[config.mk]
export PLATFORM = sky130hd
export DESIGN_NAME = sync_word_qualifier_flat
export DESIGN_NICKNAME = d
export VERILOG_FILES = /design/src/rtl/sync_qual_pkg.sv /design/src/rtl/sync_word_qualifier_if.sv /design/src/rtl/sync_qual_stab_cnt.sv /design/src/rtl/sync_word_qualifier.sv /design/src/flat_wrapper.sv
export SDC_FILE = /design/constraint.sdc
export NUM_CORES = 1
export LEC_CHECK = 0
export ABC_AREA = 0
export BUFFER_PORTS_ARGS = -buffer_cell sky130_fd_sc_hd__buf_2
export CAP_MARGIN = 25
export CORE_MARGIN = 8
export CORE_UTILIZATION = 55
export DETAILED_ROUTE_END_ITERATION = 8
export GPL_ROUTABILITY_DRIVEN = 1
export MAX_ROUTING_LAYER = met4
export PLACE_DENSITY = 0.81
export SLEW_MARGIN = 40
export SYNTH_ARGS = -nofsm -noshare
export SYNTH_HDL_FRONTEND = slang
export SYNTH_HIERARCHICAL = 1
export SYNTH_SLANG_ARGS = --single-unit
[constraint.sdc]
create_clock -name clkin -period 3.2 [get_ports clkin]
set_input_delay 0.32 -clock clkin [delete_from_list [all_inputs] [get_ports clkin]]
set_output_delay 0.32 -clock clkin [all_outputs]
set_load 0.01 [all_outputs]
[src/rtl/sync_qual_pkg.sv]
// Shared types and constants for the sync word qualifier.
// Contents: FSM state type, stability-counter limit, default parameter values.
package sync_qual_pkg;
  typedef enum logic {
    IDLE   = 1'b0,
    SETTLE = 1'b1
  } sq_state_e;

  localparam int SQ_CNT_MAX    = 255;
  localparam int SQ_N_DEF      = 24;
  localparam int SQ_STABLE_DEF = 4;
  localparam int SQ_CNT_W_DEF  = 8;
endpackage

[src/rtl/sync_word_qualifier_if.sv]
// Output handshake bundle of the sync word qualifier.
//   out_data  : committed word
//   out_valid : word pending for the consumer
//   out_ready : consumer accepts the word this cycle
// master = qualifier side, slave = consumer side.
interface sync_word_qualifier_if #(
  parameter int N = sync_qual_pkg::SQ_N_DEF
);
  logic [N-1:0] out_data;
  logic         out_valid;
  logic         out_ready;

  modport master (output out_data, output out_valid, input  out_ready);
  modport slave  (input  out_data, input  out_valid, output out_ready);
endinterface

[src/rtl/sync_qual_stab_cnt.sv]
// Compare-and-count stage: holds the candidate word and its stability count.
// Ports:
//   clkin, reset : clock, async active-high reset
//   i_sig        : synchronized bus sample
//   i_load       : cand <= i_sig, cnt <= 1
//   i_inc        : cnt <= cnt + 1
//   o_cand       : current candidate
//   o_restart    : sample differs from candidate
//   o_hit        : sample matches candidate and this is the final stable cycle
module sync_qual_stab_cnt
  import sync_qual_pkg::*;
#(
  parameter int N             = SQ_N_DEF,
  parameter int STABLE_CYCLES = SQ_STABLE_DEF
) (
  input  logic         clkin,
  input  logic         reset,
  input  logic [N-1:0] i_sig,
  input  logic         i_load,
  input  logic         i_inc,
  output logic [N-1:0] o_cand,
  output logic         o_restart,
  output logic         o_hit
);
  localparam int CW = $clog2(SQ_CNT_MAX + 1);
  localparam logic [CW-1:0] HIT_CNT = CW'(STABLE_CYCLES - 1);

  logic [N-1:0]  r_cand;
  logic [CW-1:0] r_cnt;

  always_ff @(posedge clkin or posedge reset) begin
    if (reset) begin
      r_cand <= '0;
      r_cnt  <= '0;
    end else if (i_load) begin
      r_cand <= i_sig;
      r_cnt  <= CW'(1);
    end else if (i_inc) begin
      r_cnt  <= r_cnt + CW'(1);
    end
  end

  assign o_cand    = r_cand;
  assign o_restart = (i_sig != r_cand);
  // cnt counts samples already seen; the current matching sample is the last one
  assign o_hit     = !o_restart && (r_cnt == HIT_CNT);
endmodule

[src/rtl/sync_word_qualifier.sv]
// Sync word qualifier: accepts a word from a per-bit-synchronized bus only
// after STABLE_CYCLES identical consecutive samples, then presents it once on
// a valid/ready handshake. Newer commits overwrite an unconsumed word.
// Ports:
//   clkin, reset  : clock, async active-high reset
//   sig_in        : synchronized bus, sampled every cycle
//   enable        : allows new commits
//   bus (master)  : out_data / out_valid / out_ready handshake
//   busy          : registered, high while in SETTLE
//   overrun_cnt   : saturating count of overwritten unconsumed words
// Build option: SYNC_QUAL_OVERRUN_CNT_EN enables the overrun counter;
// otherwise overrun_cnt is tied to zero.
module sync_word_qualifier
  import sync_qual_pkg::*;
#(
  parameter int N             = SQ_N_DEF,
  parameter int STABLE_CYCLES = SQ_STABLE_DEF,
  parameter int CNT_W         = SQ_CNT_W_DEF
) (
  input  logic                  clkin,
  input  logic                  reset,
  input  logic [N-1:0]          sig_in,
  input  logic                  enable,
  sync_word_qualifier_if.master bus,
  output logic                  busy,
  output logic [CNT_W-1:0]      overrun_cnt
);
  generate
    if (STABLE_CYCLES < 1 || STABLE_CYCLES > SQ_CNT_MAX) begin : g_bad_stable
      $error("STABLE_CYCLES must be within 1..255");
    end
  endgenerate

  localparam bit DIRECT = (STABLE_CYCLES == 1);

  sq_state_e    r_state;
  logic [N-1:0] r_committed;
  logic [N-1:0] r_out_data;
  logic         r_valid;
  logic         r_busy;

  logic [N-1:0] w_cand;
  logic [N-1:0] w_commit_data;
  logic         w_restart, w_hit, w_load, w_inc, w_commit, w_diff;

  assign w_diff = (sig_in != r_committed);

  sync_qual_stab_cnt #(.N(N), .STABLE_CYCLES(STABLE_CYCLES)) u_stab (
    .clkin     (clkin),
    .reset     (reset),
    .i_sig     (sig_in),
    .i_load    (w_load),
    .i_inc     (w_inc),
    .o_cand    (w_cand),
    .o_restart (w_restart),
    .o_hit     (w_hit)
  );

  always_comb begin
    w_load        = 1'b0;
    w_inc         = 1'b0;
    w_commit      = 1'b0;
    w_commit_data = w_cand;
    case (r_state)
      IDLE: if (enable && w_diff) begin
        w_load = 1'b1;
        // single-cycle stability: the first differing sample is the word
        if (DIRECT) begin
          w_commit      = 1'b1;
          w_commit_data = sig_in;
        end
      end
      SETTLE: if (enable && w_diff) begin
        if (w_restart)  w_load   = 1'b1;
        else if (w_hit) w_commit = 1'b1;
        else            w_inc    = 1'b1;
      end
      default: ;
    endcase
  end

  always_ff @(posedge clkin or posedge reset) begin
    if (reset) begin
      r_state     <= IDLE;
      r_busy      <= 1'b0;
      r_committed <= '0;
      r_out_data  <= '0;
      r_valid     <= 1'b0;
    end else begin
      case (r_state)
        IDLE: if (enable && w_diff && !DIRECT) begin
          r_state <= SETTLE;
          r_busy  <= 1'b1;
        end
        SETTLE: if (!enable || !w_diff || w_commit) begin
          r_state <= IDLE;
          r_busy  <= 1'b0;
        end
        default: begin
          r_state <= IDLE;
          r_busy  <= 1'b0;
        end
      endcase
      // a commit wins over acceptance: the new word stays valid
      if (w_commit) begin
        r_committed <= w_commit_data;
        r_out_data  <= w_commit_data;
        r_valid     <= 1'b1;
      end else if (bus.out_ready) begin
        r_valid <= 1'b0;
      end
    end
  end

`ifdef SYNC_QUAL_OVERRUN_CNT_EN
  logic [CNT_W-1:0] r_ovr;
  always_ff @(posedge clkin or posedge reset) begin
    if (reset)
      r_ovr <= '0;
    else if (w_commit && r_valid && !bus.out_ready && (r_ovr != '1))
      r_ovr <= r_ovr + CNT_W'(1);
  end
  assign overrun_cnt = r_ovr;
`else
  assign overrun_cnt = '0;
`endif

  assign bus.out_data  = r_out_data;
  assign bus.out_valid = r_valid;
  assign busy          = r_busy;
endmodule

[src/flat_wrapper.sv]
// flat-port wrapper written by rule: the top's interface ports become plain ports
module sync_word_qualifier_flat import sync_qual_pkg::*;
#(
  parameter int N             = SQ_N_DEF,
  parameter int STABLE_CYCLES = SQ_STABLE_DEF,
  parameter int CNT_W         = SQ_CNT_W_DEF
)
  (clkin, reset, sig_in, enable, busy, overrun_cnt, bus_out_data, bus_out_valid, bus_out_ready);
  sync_word_qualifier_if #(.N(N)) bus_i ();
  input  logic clkin;
  input  logic reset;
  input  logic [N-1:0] sig_in;
  input  logic enable;
  output logic busy;
  output logic [CNT_W-1:0] overrun_cnt;
  output wire logic [$bits(bus_i.out_data)-1:0] bus_out_data;
  output wire logic [$bits(bus_i.out_valid)-1:0] bus_out_valid;
  input wire logic [$bits(bus_i.out_ready)-1:0] bus_out_ready;
  assign bus_out_data = bus_i.out_data;
  assign bus_out_valid = bus_i.out_valid;
  assign bus_i.out_ready = bus_out_ready;
  sync_word_qualifier #(.N(N), .STABLE_CYCLES(STABLE_CYCLES), .CNT_W(CNT_W)) u_core (.clkin(clkin), .reset(reset), .sig_in(sig_in), .enable(enable), .bus(bus_i), .busy(busy), .overrun_cnt(overrun_cnt));
endmodule
==> metrics.csv, run 1 <==
stage,metric,value,unit
sta,setup_ws,0.244,ns
clock_tree,cts_root_buf,clkbuf_8,
sta,final_max_slew_viol_count,0,
power,ir_drop,253,uV
route,vias,2613,
route,drc,0,
clock_tree,cts_num_sinks,59,
yosys,synthCells,319,
worst_setup_path,cp_cell_sequence,xnor2_1 -> nand4_1 -> nor4_1 -> nand3_1 -> nor2_1 -> nand2_1 -> nor3_4 -> nand4_1 -> or3_1 -> a21oi_1,
sta,final_min_period_over_clock_period,92.4,%
final_layout,syn2layout_area_growth,15.6,%
final_layout,seqCellArea,1480,um^2
power,p_seq_share,50.4,%
power,internal-power,1200,uW
global_routing,antenna_found_initial,0,
worst_setup_path,cp_slowest_stage_delay,0.40,ns
worst_setup_path,slowest_stage,dfrtp_1,
global_routing,overflow,0,
yosys,ys_seq_area_share,45.4,%
sta,worst_pin_slew,0.759,ns
worst_hold_path,worstHoldPathType,in2async,
worst_setup_path,worst_ep_required_time,3.46,ns
sta,finClkSkew,0.00700,ns
route,vias_per_cell,5.76,
global_routing,grt_first_pass_wirelength,13.7,mm
place,placed_cells,439,
power,p_clk_share,39.1,%
yosys,synthSimpleGateAreaFrac,17.5,%
yosys,synthAdderAreaFrac,0.384,%
power,power.density,427,nW/um^2
final_layout,final_common_cell,dfrtp_1,
final_layout,layout_common_cells,"59 x dfrtp_1, 54 x nand2_1, 53 x buf_2",
global_routing,grt_usage,21.0,%
power,p_leak,0.00174,uW
final_layout,antennaDiodeCount,0,
route,drt-initial-drc-count,163,
worst_setup_path,crit_path_start_kind,register,
final_layout,final_util,64.7,%
yosys,synthMuxAreaShare,8.61,%
global_routing,grt_use_met1,24.4,%
final_layout,nNetsFinal,404,
clock_tree,cts_tree,built,
sta,hold_viol_final,0,
clock_tree,clk_latency,0.35,ns
die,core_area,5820,um^2
sta,setup_viol,0,
final_layout,multi_input_area,1640,um^2
place,pre_cts_ws,0.0587,ns
power,p_sw_share,25.5,%
global_routing,grtUsageMet3,4.61,%
sta,max_slew_margin,49.1,%
place,io_buffers,53,
worst_setup_path,path_common_cell,nand4_1,
yosys,yosysWarnings,6,
clock_tree,cts_resized,0,
global_routing,grt_pass1_vias,2867,
clock_tree,clk_pin_slew,0.07,ns
worst_setup_path,arrival,3.22,ns
yosys,synthXorXnorAreaFrac,14.3,%
route,wl_per_cell,18.2,um
yosys,synth_compound_area_share,8.15,%
run,maxCapViolations,0,
sta,clock.fmax,0.338,GHz
die,initial_core_util,56.0,%
die,rows,28,
final_layout,stdcell_count,454,
global_routing,grt_max_degree,33,
route,ant_nets,0,
clock_tree,postCtsSetupBuffers,0,
place,dp_hpwl,5.86,mm
worst_setup_path,critPathKind,reg2reg,
clock_tree,hold_buffers,0,
final_layout,drive_gt1_share,29.6,%
place,routabilityCongestion,0.923,
status,status,"complete, no violations",
route,drt_first_pass_iters,4,
sta,finalSetupTns,0,ns
sta,rsz0062_at_grt,no,
final_layout,fillers,488,
worst_setup_path,crit_fanout,6,
worst_setup_path,endpoint_kind,register,
die,die_w,92.9,um
clock_tree,cts_buffers,9,
clock_tree,cts.htree.levels,3,
sta,period_needed,2.96,ns
power,total_power,1610,uW
clock_tree,clk_path_buf_depth,2,
yosys,syn_area,3250,um^2
power,switchingPower,409,uW
yosys,syn_avg_cell_area,10.2,um^2
die,die_h,92.9,um
power,comb_power_share,10.5,%
yosys,yosysUniqueCellTypes,35,
yosys,synth_top_family_by_area,simple AND/OR/NAND/NOR gates,
global_routing,grt-busiest-layer,met2,
route,wirelength,8.25,mm
die,ios,62,
yosys,synth_seq_cells,59,
die,die_area,8630,um^2
global_routing,met2_usage,33.1,%
state kept, by name (all words and copies together) (netlist names):
name,cells
u_core/u_stab/r_cnt,8
u_core/bus.out_data,24
u_core/bus.out_valid,1
u_core/busy,1
u_core/u_stab/o_cand,24
u_core/r_state,1
power groups by stage:
stage	clock network (uW)	registers, uW	logic (uW)
floorplan	0	816	113
global placement	0	818	163
detailed placement	0	822	167
CTS	636	809	169
global route	672	814	183
finish	628	810	168
cells in the mapped netlist:
cell	number	area, um^2
buf_6	4	45.0
and2_1	1	6.26
and3_1	1	6.26
conb_1	1	3.75
nor4_1	9	56.3
nand3_1	26	130
ha_1	1	12.5
buf_4	8	60.1
nor4_2	1	12.5
nand2_1	54	203
nor3b_1	1	7.51
clkbuf_2	1	5.00
clkbuf_1	5	18.8
mux2_2	23	259
or3_1	2	12.5
nor3_1	2	10.0
xnor2_1	18	158
nor2_4	1	11.3
o2bb2ai_1	1	8.76
inv_1	4	15.0
buf_2	8	40.0
nor2_1	6	22.5
and4_1	2	17.5
a21oi_1	4	20.0
dfrtp_1	59	1480
mux2_1	1	11.3
o22ai_1	1	6.26
xor2_1	35	307
nand2b_1	2	12.5
o211ai_1	17	128
nand4_1	8	50.1
or4b_1	1	10.0
o21ai_0	3	15.0
mux2i_1	1	10.0
o211ai_2	7	87.6
routing by layer:
layer  vias up  part of all wire (%)
li1       1203                     -
met1      1290                    42
met2        98                    50
met3        22                   5.6
met4         0                   2.5
met5         -                     0
worst paths after layout:
kind / slack, ns / depth (start not counted) / start / endpoint
max in group asynchronous: 2.81 / 3 / reset / u_core/u_stab/o_cand[3]$_DFFE_PP0P_
min in group clkin: 0.17 / 2 / bus_out_ready / u_core/bus.out_valid$_DFFE_PP0P_
min reg2reg: 0.53 / 2 / u_core/r_state$_DFF_PP0_ / u_core/busy$_DFFE_PP0P_
max reg2reg: 0.24 / 10 / u_core/u_stab/o_cand[4]$_DFFE_PP0P_ / u_core/u_stab/r_cnt[6]$_DFFE_PP0P_
min: 0.05 / 3 / reset / u_core/bus.out_data[9]$_DFFE_PP0P_
max: 0.24 / 10 / u_core/u_stab/o_cand[4]$_DFFE_PP0P_ / u_core/u_stab/r_cnt[6]$_DFFE_PP0P_
critical path, delay by kind of cell, from the launching register on:
kind,cells,cell delay (ns)
AO/OA/AOI/OAI,1,0.17
AND/OR/NAND/NOR,8,2.09
flip-flops,1,0.40
XOR/XNOR,1,0.22
layout make-up:
class                      instances  share of cell area, %
timing repair buffer              64                   9.58
clock buffer                      13                   4.49
sequential                        59                   39.3
clock inverter                     2                  0.266
multi-input combinational        237                   43.5
inverter                           4                  0.399
tap                               75                   2.50
logic make-up (layout without fill, tap and decap cells):
family	count (synthesis)	after routing
simple gates	117	117
flops	59	59
xor+xnor	53	53
compound gates	33	33
buf+inv	30	83
mux	25	25
fa+ha+maj	1	1
other cells	1	8
per-stage QoR:
stage	instance area [um^2]	hold slack (ns)
floorplan	3280	0.373
detailed placement	3570	0.433
global route	3760	0.105
CTS	3750	0.0634
finish	3760	0.0492
global placement	3570	0.428
Note: power is estimated with default switching activity, not from simulation.
==> inputs of run 2 (changes only) <==
CORE_UTILIZATION = 40   (was 55)
PLACE_DENSITY = 0.63   (was 0.81)
clock period = 3.16 ns   (was 3.2 ns; I/O delays follow)
==> metrics.csv, run 2 (synthesis results as in run 1) <==
stage,metric,value,unit
worst_setup_path,worst_ep_required_time,3.43,ns
worst_setup_path,cp_slowest_stage_delay,0.40,ns
die,initial_core_util,40.4,%
worst_setup_path,critPathKind,reg2reg,
global_routing,grt_pass1_vias,2716,
global_routing,grt_first_pass_wirelength,14.2,mm
global_routing,grt_max_degree,33,
place,io_buffers,53,
worst_hold_path,hp-start,bus_out_ready,
sta,rsz0062_at_grt,no,
final_layout,layout_common_cells,"59 x dfrtp_1, 54 x nand2_1, 53 x buf_2",
clock_tree,postCtsSetupBuffers,0,
worst_setup_path,r2r-end,u_core/u_stab/r_cnt[6]$_DFFE_PP0P_,
clock_tree,cts_root_buf,clkbuf_8,
power,p_leak,0.00174,uW
sta,setup_ws,0.234,ns
worst_setup_path,timing.reg2reg.setup_slack,0.23,ns
sta,setup_viol,0,
power,total_power,1620,uW
worst_hold_path,hold_depth,2,
worst_hold_path,min_to,u_core/bus.out_valid$_DFFE_PP0P_,
final_layout,syn2layout_area_growth,16.5,%
route,drt-initial-drc-count,204,
sta,final_max_slew_viol_count,0,
place,routabilityCongestion,0.845,
clock_tree,cts_tree,built,
worst_setup_path,crit_family,simple AND/OR/NAND/NOR gates,
place,pre_cts_ws,0.128,ns
sta,clock.fmax,0.342,GHz
worst_setup_path,slowest_stage,dfrtp_1,
status,status,"complete, no violations",
die,rows,33,
route,wirelength,8.70,mm
worst_setup_path,arrival,3.20,ns
worst_setup_path,r2r_cells,10,
sta,max_slew_margin,52.0,%
sta,final_min_period_over_clock_period,92.6,%
clock_tree,cts.htree.levels,3,
route,drt_first_pass_iters,4,
clock_tree,cts_buffers,9,
worst_hold_path,worstHoldPathType,in2reg,
route,vias_per_cell,5.24,
worst_setup_path,crit_path_start_kind,register,
die,die_w,106,um
final_layout,final_common_cell,dfrtp_1,
final_layout,nNetsFinal,405,
final_layout,drive_gt1_share,29.5,%
sta,finalSetupTns,0,ns
sta,finClkSkew,0.00859,ns
power,ir_drop,233,uV
power,power.density,428,nW/um^2
sta,hold_viol_final,0,
global_routing,antenna_found_initial,0,
worst_setup_path,path_common_cell,nand4_1,
clock_tree,cts_num_sinks,59,
route,drc,0,
sta,worst_pin_slew,0.716,ns
place,dp_hpwl,6.14,mm
worst_setup_path,startpoint,u_core/u_stab/o_cand[9]$_DFFE_PP0P_,
worst_setup_path,endpoint_kind,register,
die,die_h,106,um
worst_setup_path,crit_fanout,5,
worst_setup_path,cp_cell_sequence,xnor2_1 -> nand4_1 -> nor4_2 -> nand3_1 -> nor2_1 -> nand2_1 -> nor3_1 -> nand4_1 -> or3_1 -> a21oi_1,
worst_setup_path,crit_buf_inv,0,
route,ant_nets,0,
die,die_area,11300,um^2
clock_tree,clk_path_buf_depth,2,
worst_setup_path,r2r-start,u_core/u_stab/o_cand[9]$_DFFE_PP0P_,
clock_tree,clk_latency,0.34,ns
route,wl_per_cell,17.9,um
route,vias,2540,
global_routing,grt_usage,16.6,%
clock_tree,clk_pin_slew,0.07,ns
run,maxCapViolations,0,
global_routing,overflow,0,
die,core_area,8050,um^2
die,ios,62,
sta,period_needed,2.93,ns
final_layout,antennaDiodeCount,0,
## run 2: stage by stage
stage          cell area [um^2]  utilization [%]  hold slack (ns)  instances
2_1_floorplan              3280                -            0.369        326
3_3_place_gp               3600             44.7            0.171        469
3_5_place_dp               3600             44.7            0.172        469
4_1_cts                    3780             47.0            0.161        485
5_1_grt                    3790             47.1            0.160        485
6_report                   3790             47.1            0.173        485
## run 2: area by class of cell
type                            instances  area, um^2
Clock buffer                           13         169
Clock inverter                          2        10.0
Fill cell                             767        4260
Inverter                                4        15.0
Multi-Input combinational cell        237        1630
Sequential cell                        59        1480
Tap cell                              105         131
Timing Repair Buffer                   65         358
## run 2: power breakdown
part / internal, uW / switching (uW)
Sequential: 789 / 30.0
Combinational: 81.0 / 91.2
Clock: 342 / 290
## run 2: worst max-delay path by stage
stage,end,slack [ns],cells past startpoint
2_1_floorplan,u_core/u_stab/r_cnt[6]$_DFFE_PP0P_,0.80,11
3_3_place_gp,u_core/u_stab/r_cnt[6]$_DFFE_PP0P_,0.16,11
3_5_place_dp,u_core/u_stab/r_cnt[6]$_DFFE_PP0P_,0.13,11
4_1_cts,u_core/u_stab/r_cnt[6]$_DFFE_PP0P_,0.15,10
5_1_grt,u_core/u_stab/r_cnt[7]$_DFFE_PP0P_,0.0001,11
6_report,u_core/u_stab/r_cnt[6]$_DFFE_PP0P_,0.23,10
## run 2: per-layer routing
| layer | GRT usage, % | vias up | wire (um) |
|---|---|---|---|
| met3 | 4.05 | 11 | 423 |
| met1 | 21.0 | 1254 | 4050 |
| met5 | - | - | 0 |
| met4 | 7.14 | 0 | 145 |
| li1 | - | 1202 | - |
| met2 | 24.7 | 73 | 4080 |
## run 2: what timing repair did
| item | 4_1_cts | 5_1_grt |
|---|---|---|
| endpoints found under the setup margin | 0 | 3 |
| gates resized for setup | 0 | 1 |
| endpoints found under the hold margin | 1 | 0 |
| hold buffers | 1 | 0 |
## run 2: worst register-to-register path, cell delays in order (launching register included)
cell	delay (ns)
dfrtp_1	0.40
xnor2_1	0.23
nand4_1	0.20
nor4_2	0.38
nand3_1	0.15
nor2_1	0.32
nand2_1	0.09
nor3_1	0.31
nand4_1	0.23
or3_1	0.39
a21oi_1	0.15
==> inputs of run 3 (changes only) <==
GPL_ROUTABILITY_DRIVEN = 0   (was 1)
MAX_ROUTING_LAYER = default   (was met4)
REMOVE_ABC_BUFFERS = 1   (was default)
==> metrics.csv, run 3 (synthesis results as in run 1) <==
stage,metric,value,unit
place,placed_cells,467,
die,initial_core_util,40.4,%
sta,worst_pin_slew,0.666,ns
die,ios,62,
final_layout,syn2layout_area_growth,15.5,%
final_layout,multi_input_area,1630,um^2
die,rows,33,
sta,finalSetupTns,0,ns
final_layout,final_cell_area,3760,um^2
die,die_area,11300,um^2
global_routing,grt_first_pass_wirelength,13.1,mm
worst_setup_path,worst_ep_required_time,3.42,ns
worst_setup_path,cp_slowest_stage_delay,0.40,ns
place,place_area,3580,um^2
clock_tree,clk_latency,0.33,ns
clock_tree,cts.htree.levels,3,
clock_tree,cts_root_buf,clkbuf_8,
clock_tree,cts_resized,0,
clock_tree,cts_num_sinks,59,
place,io_buffers,53,
power,ir_drop,197,uV
route,drc,0,
final_layout,seqCellArea,1480,um^2
worst_setup_path,slowest_stage,dfrtp_1,
sta,rsz0062_at_grt,no,
worst_setup_path,timing.reg2reg.setup_slack,0.48,ns
sta,period_needed,2.68,ns
worst_setup_path,r2r-start,u_core/u_stab/o_cand[19]$_DFFE_PP0P_,
global_routing,grt_max_degree,33,
clock_tree,clk_path_buf_depth,2,
global_routing,overflow,0,
sta,final_max_slew_viol_count,0,
power,total_power,1610,uW
final_layout,fillers,776,
worst_setup_path,cp_cell_sequence,xnor2_1 -> nand4_1 -> nor4_1 -> nand3_1 -> nor2_1 -> nand2_1 -> nor3_1 -> nand4_1 -> or3_1 -> a21oi_1,
global_routing,grt_usage,14.8,%
route,vias,2510,
clock_tree,cts_tree,built,
clock_tree,hold_buffers,0,
worst_setup_path,r2r-end,u_core/u_stab/r_cnt[6]$_DFFE_PP0P_,
status,status,"complete, no violations",
clock_tree,clk_pin_slew,0.06,ns
final_layout,nNetsFinal,402,
clock_tree,postCtsSetupBuffers,0,
die,die_w,106,um
final_layout,antennaDiodeCount,0,
sta,final_min_period_over_clock_period,84.9,%
final_layout,stdcell_count,482,
final_layout,final_common_cell,dfrtp_1,
sta,max_slew_margin,55.4,%
final_layout,layout_common_cells,"59 x dfrtp_1, 54 x nand2_1, 53 x buf_2",
route,wl_per_cell,16.9,um
run,maxCapViolations,0,
worst_setup_path,critPathKind,reg2reg,
final_layout,drive_gt1_share,28.9,%
route,vias_per_cell,5.21,
power,power.density,429,nW/um^2
route,drt_first_pass_iters,4,
worst_setup_path,path_common_cell,nand4_1,
sta,finClkSkew,0.00448,ns
sta,hold_viol_final,0,
global_routing,grt_pass1_vias,2540,
place,dp_hpwl,5.72,mm
route,ant_nets,0,
clock_tree,cts_buffers,9,
worst_setup_path,arrival,2.94,ns
worst_setup_path,crit_fanout,5,
sta,setup_viol,0,
global_routing,antenna_found_initial,0,
sta,clock.fmax,0.373,GHz
die,die_h,106,um
route,drt-initial-drc-count,128,
worst_hold_path,worstHoldPathType,in2async,
route,wirelength,8.14,mm
worst_setup_path,r2r_cells,10,
worst_setup_path,endpoint_kind,register,
die,core_area,8050,um^2
worst_setup_path,crit_path_start_kind,register,
worst_setup_path,startpoint,u_core/u_stab/o_cand[19]$_DFFE_PP0P_,
power,p_leak,0.00172,uW
[run 3: cell types whose count changed in the layout (fill, tap and decap cells not counted), sizes merged]
cell,change
buf,-2
dlygate4sd3,-1
[run 3: layout make-up]
type	count	share of cell area, %
clock buffers	13	4.49
clock inverters	2	0.266
inverters	4	0.399
multi-input cells	237	43.2
flip-flops and latches	59	39.3
well taps	105	3.49
repair buffers	62	8.85
[run 3: worst max-delay path by stage]
stage | endpoint | slack [ns] | depth (start not counted)
after global placement | u_core/u_stab/r_cnt[6]$_DFFE_PP0P_ | 0.51 | 11
after global routing | u_core/u_stab/r_cnt[6]$_DFFE_PP0P_ | 0.11 | 10
after CTS | u_core/u_stab/r_cnt[6]$_DFFE_PP0P_ | 0.48 | 10
after floorplan | u_core/u_stab/o_cand[0]$_DFFE_PP0P_ | -0.59 | 6
after detailed placement | u_core/u_stab/r_cnt[6]$_DFFE_PP0P_ | 0.46 | 11
final | u_core/u_stab/r_cnt[6]$_DFFE_PP0P_ | 0.48 | 10
[run 3: where the power goes]
group          total (uW)  internal, uW  switching [uW]
Sequential            818           789            29.2
Combinational         165          79.3            85.9
Clock                 628           342             286
Total                1610          1210             401
[run 3: per-layer routing]
layer  routed length, um  up-vias  GRT usage, %
li1                    -     1198             -
met1                3750     1232          19.3
met2                3730       65          22.7
met3                 493       15          4.05
met4                 165        0          6.13
met5                   0        -             0
[run 3: worst max-delay path, delay by kind of cell, from the launching register on]
family	cells	cell delay (ns)
xor gates and xnor gates	1	0.19
and+or+nand+nor	8	1.88
DFF	1	0.40
AOI/OAI and AO/OA	1	0.14
[run 3: metrics by stage]
stage | worst slack, ns | hold WS (ns) | utilization [%]
3_5_place_dp | 0.463 | 0.415 | 44.5
4_1_cts | 0.484 | 0.0541 | 46.7
3_3_place_gp | 0.505 | 0.409 | 44.5
5_1_grt | 0.113 | 0.0882 | 46.7
2_1_floorplan | -0.590 | 0.369 | -
6_report | 0.477 | 0.0490 | 46.7
